===== config.mk =====
export PLATFORM = sky130hd
export DESIGN_NAME = load_store_unit
export DESIGN_NICKNAME = d
export VERILOG_FILES = /design/src/rtl/load_store_unit.sv
export SDC_FILE = /design/constraint.sdc
export NUM_CORES = 1
export LEC_CHECK = 0
export ABC_AREA = 0
export CORE_MARGIN = 1
export CORE_UTILIZATION = 47
export CTS_BUF_LIST = sky130_fd_sc_hd__clkbuf_4
export DETAILED_ROUTE_END_ITERATION = 8
export MAX_ROUTING_LAYER = met4
export PLACE_DENSITY = 0.83
export REMOVE_ABC_BUFFERS = 1
export SLEW_MARGIN = 5
export SYNTH_ARGS = -nofsm -noshare
export SYNTH_HDL_FRONTEND = slang
export SYNTH_SLANG_ARGS = --single-unit
export TNS_END_PERCENT = 50

===== constraint.sdc =====
create_clock -name clk -period 7.31 [get_ports clk]
set_input_delay 0.731 -clock clk [delete_from_list [all_inputs] [get_ports clk]]
set_output_delay 0.731 -clock clk [all_outputs]
set_load 0.005 [all_outputs]

===== src/rtl/load_store_unit.sv =====
// Load/store unit: sub-word loads with sign/zero extension and read-modify-write
// sub-word stores against a single-port word-addressed data memory.
module load_store_unit (
  input  logic        clk,
  input  logic        reset,
  input  logic        req,
  input  logic        is_store,
  input  logic [1:0]  size,
  input  logic        unsigned_ld,
  input  logic [31:0] addr,
  input  logic [31:0] wdata,
  output logic        busy,
  output logic        done,
  output logic        misaligned,
  output logic [31:0] rdata,
  output logic [9:0]  mem_addr,
  output logic [31:0] mem_din,
  output logic        mem_wen,
  output logic        mem_ren,
  input  logic [31:0] mem_dout
);

  localparam int unsigned AW = 10;
  localparam int unsigned LW = 12;

  typedef enum logic [1:0] {IDLE, RD, CAP, WR} state_t;

  state_t      state, next_state;
  logic [LW-1:0] addr_q;
  logic [31:0] wdata_q;
  logic [1:0]  size_q;
  logic        store_q;
  logic        unsigned_q;

  logic          accept;
  logic          misaligned_c;
  logic          done_d, misaligned_d, mem_wen_d, mem_ren_d;
  logic [31:0]   rdata_d, mem_din_d;
  logic [AW-1:0] mem_addr_d;
  logic [AW-1:0] word_addr;

  // Upper address bits are don't-care for this memory size.
  logic unused_addr_bits;
  assign unused_addr_bits = ^addr[31:LW];

  assign busy = (state != IDLE);

  assign misaligned_c = ((size == 2'b01) && addr[0]) || (size[1] && (addr[1:0] != 2'b00));

  // Select the addressed lane and extend it to 32 bits.
  function automatic logic [31:0] load_ext(input logic [31:0] word, input logic [1:0] off,
                                           input logic [1:0] sz, input logic uns);
    logic [7:0]  b;
    logic [15:0] h;
    case (off)
      2'd0:    b = word[7:0];
      2'd1:    b = word[15:8];
      2'd2:    b = word[23:16];
      default: b = word[31:24];
    endcase
    h = off[1] ? word[31:16] : word[15:0];
    if (sz[1])             load_ext = word;
    else if (sz == 2'b00)  load_ext = uns ? {24'd0, b} : {{24{b[7]}}, b};
    else                   load_ext = uns ? {16'd0, h} : {{16{h[15]}}, h};
  endfunction

  // Replace the addressed lane of word with the low bits of data.
  function automatic logic [31:0] merge(input logic [31:0] word, input logic [1:0] off,
                                        input logic [1:0] sz, input logic [31:0] data);
    logic [31:0] r;
    r = word;
    if (sz == 2'b00) begin
      case (off)
        2'd0:    r[7:0]   = data[7:0];
        2'd1:    r[15:8]  = data[7:0];
        2'd2:    r[23:16] = data[7:0];
        default: r[31:24] = data[7:0];
      endcase
    end else if (off[1]) begin
      r[31:16] = data[15:0];
    end else begin
      r[15:0] = data[15:0];
    end
    merge = r;
  endfunction

  // Next state plus next values of every registered output.
  always_comb begin
    next_state   = state;
    accept       = 1'b0;
    done_d       = 1'b0;
    misaligned_d = 1'b0;
    rdata_d      = rdata;
    mem_din_d    = 32'd0;
    case (state)
      IDLE: begin
        if (req) begin
          accept = 1'b1;
          if (misaligned_c) begin
            done_d       = 1'b1;
            misaligned_d = 1'b1;
          end else if (is_store && size[1]) begin
            next_state = WR;
            mem_din_d  = wdata;
          end else begin
            next_state = RD;
          end
        end
      end
      RD: next_state = CAP;
      CAP: begin
        if (store_q) begin
          next_state = WR;
          mem_din_d  = merge(mem_dout, addr_q[1:0], size_q, wdata_q);
        end else begin
          next_state = IDLE;
          done_d     = 1'b1;
          rdata_d    = load_ext(mem_dout, addr_q[1:0], size_q, unsigned_q);
        end
      end
      WR: begin
        next_state = IDLE;
        done_d     = 1'b1;
      end
      default: next_state = IDLE;
    endcase
    word_addr  = accept ? addr[LW-1:2] : addr_q[LW-1:2];
    mem_ren_d  = (next_state == RD) || (next_state == CAP);
    mem_wen_d  = (next_state == WR);
    mem_addr_d = (next_state != IDLE) ? word_addr : AW'(0);
  end

  always_ff @(posedge clk or posedge reset) begin
    if (reset) begin
      state      <= IDLE;
      addr_q     <= '0;
      wdata_q    <= '0;
      size_q     <= '0;
      store_q    <= 1'b0;
      unsigned_q <= 1'b0;
      done       <= 1'b0;
      misaligned <= 1'b0;
      rdata      <= '0;
      mem_addr   <= '0;
      mem_din    <= '0;
      mem_wen    <= 1'b0;
      mem_ren    <= 1'b0;
    end else begin
      state      <= next_state;
      done       <= done_d;
      misaligned <= misaligned_d;
      rdata      <= rdata_d;
      mem_addr   <= mem_addr_d;
      mem_din    <= mem_din_d;
      mem_wen    <= mem_wen_d;
      mem_ren    <= mem_ren_d;
      if (accept) begin
        addr_q     <= addr[LW-1:0];
        wdata_q    <= wdata;
        size_q     <= size;
        store_q    <= is_store;
        unsigned_q <= unsigned_ld;
      end
    end
  end

endmodule


==> results of run 1 <==
-- cell families after synthesis --
family	after synthesis	share of synthesized area
buffers and inverters	43	0.0392
muxes	53	0.113
AOI/OAI and AO/OA	115	0.147
DFF	112	0.539
adders and majority gates	2	0.00482
and+or+nand+nor	161	0.157
-- worst register-to-register path, delay by kind of cell (launching register included) --
family                 cells  cell delay (ns)
AOI/OAI and AO/OA          3             0.94
buffers and inverters      1             0.57
DFF                        1             1.10
-- where the power goes --
| part | total, µW | internal (µW) | leakage, µW | switching, µW |
|---|---|---|---|---|
| clock | 275 | 77.9 | 0.0000625 | 197 |
| sequential | 1080 | 868 | 0.00140 | 212 |
| combinational | 1220 | 653 | 0.00145 | 567 |
| total | 2580 | 1600 | 0.00292 | 977 |
-- registers in the layout (all words and copies together), names as in the netlist --
register	cells
mem_din	32
unsigned_q	1
store_q	1
wdata_q	16
state	2
mem_addr	10
misaligned	1
rdata	32
done	1
addr_q	12
mem_wen	1
mem_ren	1
size_q	2
-- cell type report --
class	instances	area, µm²	share of cell area
flip-flops and latches	112	2800	0.401
clock inverters	5	32.5	0.00466
inverters	11	43.8	0.00627
clock buffers	11	82.6	0.0118
repair buffers	166	1650	0.236
multi-input cells	331	2200	0.315
well taps	140	175	0.0251
-- final timing paths --
path | cells past startpoint | slack (ns) | end | start
setup / recovery | 4 | 4.64 | rdata[2]$_DFFE_PP0P_ | addr_q[1]$_DFFE_PP0N_
hold / removal | 1 | 0.51 | addr_q[6]$_DFFE_PP0N_ | addr_q[6]$_DFFE_PP0N_
setup reg to reg | 4 | 4.64 | rdata[2]$_DFFE_PP0P_ | addr_q[1]$_DFFE_PP0N_
hold reg to reg | 1 | 0.51 | addr_q[6]$_DFFE_PP0N_ | addr_q[6]$_DFFE_PP0N_
max in group asynchronous | 3 | 5.37 | rdata[20]$_DFFE_PP0P_ | reset
min in group asynchronous | 2 | 0.63 | mem_addr[0]$_DFF_PP0_ | reset
-- Yosys cell counts (2+ instances only) --
cell type,instances
a21oi_1,15
a221oi_1,5
a22o_1,6
a31oi_1,6
a32o_1,16
buf_2,10
buf_4,8
clkbuf_1,14
dfrtp_1,112
ha_1,2
inv_1,10
mux2_2,35
mux2i_1,17
nand2_1,49
nand2b_1,10
nand3_1,21
nand3b_1,5
nor2_1,25
nor2b_1,12
nor3_1,11
nor3b_1,2
nor4b_1,4
o21ai_0,53
o22ai_1,5
o31a_1,2
or2_2,11
or3_1,3
-- cells in the final DEF, fill, tap and decap left out, types with 4 or more instances in the layout --
| cell type | instances |
|---|---|
| a21oi_1 | 15 |
| a221oi_1 | 5 |
| a22o_1 | 6 |
| a31oi_1 | 6 |
| a32o_1 | 16 |
| buf_4 | 5 |
| clkbuf_4 | 11 |
| clkdlybuf4s50_1 | 161 |
| dfrtp_1 | 112 |
| inv_1 | 9 |
| mux2_2 | 35 |
| mux2i_1 | 17 |
| nand2_1 | 49 |
| nand2b_1 | 10 |
| nand3_1 | 21 |
| nand3b_1 | 5 |
| nor2_1 | 25 |
| nor2b_1 | 12 |
| nor3_1 | 11 |
| nor4b_1 | 4 |
| o21ai_0 | 53 |
| o22ai_1 | 5 |
| or2_2 | 11 |
-- per-layer routing --
metal  vias to the layer above  GRT usage
li1                       2020          -
met1                      2178      0.359
met2                       255      0.433
met3                        33     0.0547
met4                         0      0.109
met5                         -          -
-- metrics by stage --
stage / hold WS, ns / total power, µW / cell area, µm²
after floorplan: 0.466 / 1690 / 5030
after global placement: 0.474 / 2260 / 6870
after detailed placement: 0.481 / 2310 / 6870
after CTS: 0.515 / 2580 / 6990
after global routing: 0.524 / 2750 / 6990
final: 0.511 / 2580 / 6990
==> results.sh, run 1 <==
export IMPL_outcome="finished clean"
export IMPL_critical_path_class="reg -> reg"
export IMPL_drive_above_1_share=0.118
export IMPL_drc=0
export IMPL_io_buffers=161
export IMPL_routed_wl_um=14900
export IMPL_pre_cts_slack_ns=4.41
export IMPL_ys_ff_latch=112
export IMPL_post_cts_resized=0
export IMPL_rows=38
export IMPL_ys_types=44
export IMPL_yosysTopAreaCellShare=0.539
export IMPL_finalCoreUtilization=0.647
export IMPL_final_antenna_net_count=0
export IMPL_nFillCells=867
export IMPL_postCtsHoldBufs=0
export IMPL_track_usage=0.278
export IMPL_fin_crit_sh=0.365
export IMPL_rsz0062_at_grt="false"
export IMPL_io_pins=182
export IMPL_vias_per_cell=5.78
export IMPL_cp_end_kind="flip-flop"
export IMPL_gp_congestion=0.885
export IMPL_hold_path_class="reg -> reg"
export IMPL_clkSinkCount=112
export IMPL_worst_slack_ns=4.64
export IMPL_synthesis_area_um2=5200
export IMPL_hpwlAfterDp_um=10600
export IMPL_cellPowerDensity_nw_per_um2=369
export IMPL_syn_mean_instance_area_um2=10.7
export IMPL_ys_top_cells_by_area="dfrtp_1 (54%), mux2_2 (7.6%), o21ai_0 (5.1%), nand2_1 (3.5%), mux2i_1 (3.3%)"
export IMPL_relSlewSlack=0.263
export IMPL_root_buffer="clkbuf_4"
export IMPL_cts_tree="done"
export IMPL_vdd_drop_max_uv=179
export IMPL_wl_per_cell_um=19.2
export IMPL_synth_seq_area_share=0.539
export IMPL_grt_ovfl_total=0
export IMPL_clock_latency_ns=0.45
export IMPL_start_util=0.481
export IMPL_drv_slew=0
export IMPL_grt_pass1_wl_um=23400
export IMPL_first_pass_iters=8
export IMPL_worstMarginPinSlew_ns=1.11
export IMPL_crit_path_max_incr_delay_ns=1.10
export IMPL_grt_max_degree=74
export IMPL_cts_buffers=9
export IMPL_max_freq_mhz=374
export IMPL_routed_top_layer="met4"
export IMPL_antenna_cells=0
export IMPL_crit_path_top_delay_cell="dfrtp_1"
export IMPL_tns_ns=0
export IMPL_crit_required_ns=7.70
export IMPL_die_area_um2=11500
export IMPL_dp_cells=760
export IMPL_stdcell_count=776
export IMPL_drt_iter0_markers=363
export IMPL_met1Wirelength_um=5910
export IMPL_startpoint_type="flip-flop"
export IMPL_num_nets_final=736
export IMPL_total_leakage_power_uw=0.00292
export IMPL_synthFlopType="dfrtp_1"
export IMPL_grt_pass1_vias=4453
export IMPL_die_y_um=107
export IMPL_async_flop_share=1.00
export IMPL_vias=4486
export IMPL_maxCapViolations=0
export IMPL_synth_edf_count=0
export IMPL_cp_arrival_ns=3.06
export IMPL_cp_top_family="flip-flops"
export IMPL_htreeDepth=3
export IMPL_skew_ns=0.0222
export IMPL_area_growth_pct=34.4
export IMPL_post_cts_setup_buffers=0
export IMPL_synthCells=486
export IMPL_core_area_um2=10800
export IMPL_dieWidth_um=107
export IMPL_finalCriticalPeriod_ns=2.67
export IMPL_setup_viol=0
export IMPL_yosys_warnings=0
export IMPL_yosys_area_top_type="dfrtp_1"
export IMPL_met3_wirelength_um=1490
export IMPL_antenna_found_initial=0
export IMPL_worstPathMaxFanout=31
export IMPL_path_cells="inv_1 -> a21oi_1 -> o22ai_1 -> o21ai_0"
export IMPL_path_buf_inv=1
export IMPL_clkSlewWorstSetupHoldPaths_ns=0.17
export IMPL_finalHoldViolations=0
export IMPL_clk_path_buf_depth=2
export IMPL_wl_met2_um=7080
Note: power is estimated with default switching activity, not from simulation.
==> run 2, diff against run 1 <==
--- a/config.mk
+++ b/config.mk
@@ -7,11 +7,11 @@
 export LEC_CHECK = 0
 export ABC_AREA = 0
 export CORE_MARGIN = 1
-export CORE_UTILIZATION = 47
+export CORE_UTILIZATION = 42
 export CTS_BUF_LIST = sky130_fd_sc_hd__clkbuf_4
 export DETAILED_ROUTE_END_ITERATION = 8
 export MAX_ROUTING_LAYER = met4
-export PLACE_DENSITY = 0.83
+export PLACE_DENSITY = 0.78
 export REMOVE_ABC_BUFFERS = 1
 export SLEW_MARGIN = 5
 export SYNTH_ARGS = -nofsm -noshare
==> constraint.sdc (replaced) <==
create_clock -name clk -period 2.2 [get_ports clk]
set_input_delay 0.22 -clock clk [delete_from_list [all_inputs] [get_ports clk]]
set_output_delay 0.22 -clock clk [all_outputs]
set_load 0.005 [all_outputs]
==> results.sh, run 2 (same netlist as run 1, synthesis figures left out) <==
export IMPL_outcome="finished clean"
export IMPL_die_y_um=113
export IMPL_drv_slew=0
export IMPL_routed_top_layer="met4"
export IMPL_root_buffer="clkbuf_4"
export IMPL_setup_viol=0
export IMPL_total_leakage_power_uw=0.00302
export IMPL_drc=0
export IMPL_cellPowerDensity_nw_per_um2=1230
export IMPL_start_util=0.433
export IMPL_hpwlAfterDp_um=11700
export IMPL_fin_crit_sh=0.908
export IMPL_met3_wirelength_um=1450
export IMPL_rsz0062_at_grt="false"
export IMPL_rows=40
export IMPL_power_uw=8870
export IMPL_num_nets_final=754
export IMPL_antenna_found_initial=0
export IMPL_met1Wirelength_um=6480
export IMPL_critPathLaunch="addr_q[1]$_DFFE_PP0N_"
export IMPL_grt_pass1_vias=4562
export IMPL_worst_hold_slack_ns=0.0816
export IMPL_gp_congestion=0.869
export IMPL_crit_path_max_incr_delay_ns=0.61
export IMPL_final_antenna_net_count=0
export IMPL_path_buf_inv=1
export IMPL_wl_per_cell_um=19.7
export IMPL_layout_commonest_cell="clkdlybuf4s50_1"
export IMPL_first_pass_iters=5
export IMPL_dp_cells=785
export IMPL_hold_path_class="in -> async"
export IMPL_io_buffers=161
export IMPL_track_usage=0.266
export IMPL_vdd_drop_max_uv=693
export IMPL_nFillCells=1008
export IMPL_maxCapViolations=0
export IMPL_ff_latch_area_um2=2800
export IMPL_fin_area_um2=7200
export IMPL_dieWidth_um=113
export IMPL_startpoint_type="flip-flop"
export IMPL_vias_per_cell=5.64
export IMPL_clkSinkCount=112
export IMPL_cts_buffers=9
export IMPL_clock_latency_ns=0.50
export IMPL_place_area_um2=7080
export IMPL_max_freq_mhz=500
export IMPL_area_growth_pct=38.5
export IMPL_grt_ovfl_total=0
export IMPL_finalHoldViolations=0
export IMPL_final_cell_mix="clkdlybuf4s50_1 (161), dfrtp_1 (112), o21ai_0 (53), nand2_1 (49), mux2_2 (35)"
export IMPL_wl_met2_um=7490
export IMPL_htreeDepth=3
export IMPL_worstPathMaxFanout=18
export IMPL_antenna_cells=0
export IMPL_critical_path_class="reg -> reg"
export IMPL_routed_wl_um=15700
export IMPL_core_area_um2=12000
export IMPL_io_pins=182
export IMPL_drive_above_1_share=0.145
export IMPL_finalCriticalPeriod_ns=2.00
export IMPL_top_regs="mem_din: 32 flops, rdata: 32 flops, wdata_q: 16 flops"
export IMPL_crit_path_top_delay_cell="dfrtp_1"
export IMPL_die_area_um2=12800
export IMPL_drt_iter0_markers=332
export IMPL_vias=4514
export IMPL_grt_pass1_wl_um=24900
export IMPL_post_cts_setup_buffers=0
export IMPL_skew_ns=0.0284
export IMPL_clkSlewWorstSetupHoldPaths_ns=0.18
export IMPL_grt_max_degree=40
export IMPL_clk_path_buf_depth=2
export IMPL_cp_top_family="flip-flops"
export IMPL_stdcell_count=800
export IMPL_cts_tree="done"
export IMPL_rr_startpoint="addr_q[1]$_DFFE_PP0N_"
export IMPL_path_cells="buf_4 -> nor4b_1 -> a31oi_1 -> o22ai_1 -> o21ai_0"
export IMPL_relSlewSlack=0.587
export IMPL_worstMarginPinSlew_ns=0.619
export IMPL_cp_arrival_ns=2.38
export IMPL_crit_required_ns=2.59
export IMPL_multi_input_area_um2=2200
export IMPL_cp_end_kind="flip-flop"
## run 2: final cells by class
| cell class | instances | area share |
|---|---|---|
| clock buffers | 10 | 0.0104 |
| clock inverters | 5 | 0.00574 |
| inverters | 11 | 0.00608 |
| multi-input cells | 331 | 0.306 |
| flip-flops and latches | 112 | 0.389 |
| well taps | 147 | 0.0256 |
| repair buffers | 184 | 0.257 |
## run 2: timing repair
item / in CTS / in global routing
setup endpoints to repair: 0 / 6
gates resized for setup: 0 / 1
hold buffers: 0 / 0
## run 2: power by group
group	leakage [µW]	internal (µW)	switching (µW)
Clock	0.0000595	249	677
Combinational	0.00156	2390	2100
Sequential	0.00140	2890	566
## run 2: metrics by stage
stage | TNS [ns] | setup WS [ns] | utilization
2_1_floorplan | -279.93 | -2.55 | -
3_3_place_gp | 0 | 0.213 | 0.589
3_5_place_dp | 0 | 0.157 | 0.589
4_1_cts | 0 | 0.108 | 0.599
5_1_grt | 0 | 0.0802 | 0.599
6_report | 0 | 0.202 | 0.599
## run 2: final timing paths
path / end / slack [ns] / cells past startpoint
max: rdata[5]$_DFFE_PP0P_ / 0.20 / 5
min: mem_din[14]$_DFF_PP0_ / 0.08 / 2
max reg2reg: rdata[5]$_DFFE_PP0P_ / 0.20 / 5
min reg2reg: rdata[6]$_DFFE_PP0P_ / 0.51 / 2
max in group asynchronous: addr_q[4]$_DFFE_PP0N_ / 1.49 / 3
min in group clk: mem_din[16]$_DFF_PP0_ / 0.26 / 3
## run 2: worst reg2reg max path: cells and delay by family (launching register included)
| family | cells | cell delay [ns] |
|---|---|---|
| simple gates | 1 | 0.54 |
| flops | 1 | 0.61 |
| buf+inv | 1 | 0.32 |
| compound gates | 3 | 0.41 |
## run 2: metal layers
metal	GRT usage	vias to the layer above
met5	-	-
met4	0.0833	0
met3	0.0750	33
met2	0.410	215
met1	0.340	2212
li1	-	2054
==> run 3, diff against run 2 <==
--- a/config.mk
+++ b/config.mk
@@ -10,11 +10,11 @@
 export CORE_UTILIZATION = 42
 export CTS_BUF_LIST = sky130_fd_sc_hd__clkbuf_4
 export DETAILED_ROUTE_END_ITERATION = 8
+export GPL_TIMING_DRIVEN = 0
 export MAX_ROUTING_LAYER = met4
 export PLACE_DENSITY = 0.78
-export REMOVE_ABC_BUFFERS = 1
 export SLEW_MARGIN = 5
 export SYNTH_ARGS = -nofsm -noshare
 export SYNTH_HDL_FRONTEND = slang
 export SYNTH_SLANG_ARGS = --single-unit
-export TNS_END_PERCENT = 50
+export TNS_END_PERCENT = 5
==> results.sh, run 3 (same netlist as run 1, synthesis figures left out) <==
export IMPL_outcome="finished clean"
export IMPL_hold_path_class="in -> async"
export IMPL_drive_above_1_share=0.140
export IMPL_critPathLaunch="state[0]$_DFF_PP0_"
export IMPL_power_uw=8990
export IMPL_root_buffer="clkbuf_4"
export IMPL_clkSinkCount=112
export IMPL_wl_per_cell_um=20.8
export IMPL_final_cell_mix="clkdlybuf4s50_1 (161), dfrtp_1 (112), o21ai_0 (53), nand2_1 (49), mux2_2 (35)"
export IMPL_track_usage=0.284
export IMPL_rsz0062_at_grt="false"
export IMPL_seq_power_share=0.377
export IMPL_final_antenna_net_count=0
export IMPL_vias_per_cell=5.67
export IMPL_grt_ovfl_total=0
export IMPL_cts_tree="done"
export IMPL_crit_required_ns=2.68
export IMPL_rr_startpoint="state[0]$_DFF_PP0_"
export IMPL_switching_share=0.384
export IMPL_clock_latency_ns=0.53
export IMPL_worstPathMaxFanout=10
export IMPL_max_freq_mhz=495
export IMPL_start_util=0.433
export IMPL_die_area_um2=12800
export IMPL_post_cts_resized=0
export IMPL_antenna_cells=0
export IMPL_first_pass_iters=5
export IMPL_netSwitchingPower_uw=3450
export IMPL_finalHoldViolations=0
export IMPL_fin_area_um2=7200
export IMPL_maxCapViolations=0
export IMPL_vias=4608
export IMPL_relSlewSlack=0.412
export IMPL_core_area_um2=12000
export IMPL_vdd_drop_max_uv=826
export IMPL_grt_pass1_vias=4713
export IMPL_skew_ns=0.0135
export IMPL_htreeDepth=3
export IMPL_clkSlewWorstSetupHoldPaths_ns=0.18
export IMPL_cp_top_family="simple AND/OR/NAND/NOR gates"
export IMPL_finalCriticalPeriod_ns=2.02
export IMPL_crit_path_max_incr_delay_ns=0.49
export IMPL_hpwlAfterDp_um=12700
export IMPL_drv_slew=0
export IMPL_p_int_uw=5540
export IMPL_cp_arrival_ns=2.50
export IMPL_power_frac_clock=0.125
export IMPL_clk_path_buf_depth=2
export IMPL_io_buffers=161
export IMPL_path_buf_inv=3
export IMPL_routed_wl_um=16900
export IMPL_drt_iter0_markers=328
export IMPL_postCtsHoldBufs=0
export IMPL_gp_congestion=0.879
export IMPL_p_comb_frac=0.497
export IMPL_io_pins=182
export IMPL_rows=40
export IMPL_cellPowerDensity_nw_per_um2=1250
export IMPL_setup_viol=0
export IMPL_die_y_um=113
export IMPL_cp_end_kind="flip-flop"
export IMPL_synth_nets=591
export IMPL_place_area_um2=7040
export IMPL_grt_pass1_wl_um=26200
export IMPL_worstMarginPinSlew_ns=0.880
export IMPL_area_growth_pct=38.5
export IMPL_total_leakage_power_uw=0.00302
export IMPL_num_nets_final=765
export IMPL_antenna_found_initial=0
export IMPL_post_cts_setup_buffers=0
export IMPL_startpoint_type="flip-flop"
export IMPL_crit_path_top_delay_cell="dfrtp_1"
export IMPL_path_cells="nor3b_1 -> clkbuf_4 -> and4_1 -> buf_2 -> inv_1 -> and3_1 -> ha_2 -> nor2b_1"
export IMPL_dieWidth_um=113
export IMPL_top_regs="mem_din: 32 flops, rdata: 32 flops, wdata_q: 16 flops"
export IMPL_layout_commonest_cell="clkdlybuf4s50_1"
export IMPL_grt_max_degree=41
export IMPL_fin_crit_sh=0.919
export IMPL_critical_path_class="reg -> reg"
export IMPL_cts_buffers=9
export IMPL_drc=0
==> run 3: final timing paths <==
kind / endpoint / slack (ns) / depth (start not counted)
min in group clk: mem_din[23]$_DFF_PP0_ / 0.25 / 3
min reg2reg: addr_q[5]$_DFFE_PP0N_ / 0.51 / 1
max in group asynchronous: rdata[8]$_DFFE_PP0P_ / 1.07 / 4
min: mem_wen$_DFF_PP0_ / 0.19 / 2
max reg2reg: mem_addr[2]$_DFF_PP0_ / 0.18 / 8
max: mem_addr[2]$_DFF_PP0_ / 0.18 / 8
==> run 3: cell type report <==
cell class	count	area, µm²
plain buffers	32	166
clock buffers	9	67.6
clock inverters	7	83.8
fillers	1057	4810
inverters	11	45.0
multi-input cells	331	2200
flip-flops and latches	112	2800
well taps	147	184
repair buffers	163	1650
==> run 3: power groups by stage <==
stage	sequential [µW]	combinational, µW	clock (µW)
finish	3400	4470	1130
detailed placement	3450	4430	0
global route	3490	4850	1210
global placement	3410	4310	0
floorplan	3360	2420	0
CTS	3400	4460	1150
==> run 3: routing by layer <==
layer / wire [µm] / vias up / share of wire / track usage
li1: - / 2087 / - / -
met1: 7410 / 2274 / 0.44 / 0.377
met2: 7860 / 222 / 0.47 / 0.434
met3: 1270 / 25 / 0.075 / 0.0541
met4: 331 / 0 / 0.020 / 0.103
met5: 0 / - / 0 / -
==> run 3: through the flow <==
| stage | std cells | setup TNS, ns | hold slack, ns | utilization | setup slack, ns |
|---|---|---|---|---|---|
| finish | 812 | 0 | 0.191 | 0.599 | 0.178 |
| global route | 812 | 0 | 0.248 | 0.599 | 0.0164 |
| CTS | 812 | 0 | 0.187 | 0.598 | 0.00444 |
| detailed placement | 796 | -0.961 | 0.480 | 0.586 | -0.118 |
| global placement | 794 | -43.63 | 0.474 | 0.582 | -0.392 |
| floorplan | 486 | 0 | 0.337 | - | 0.416 |
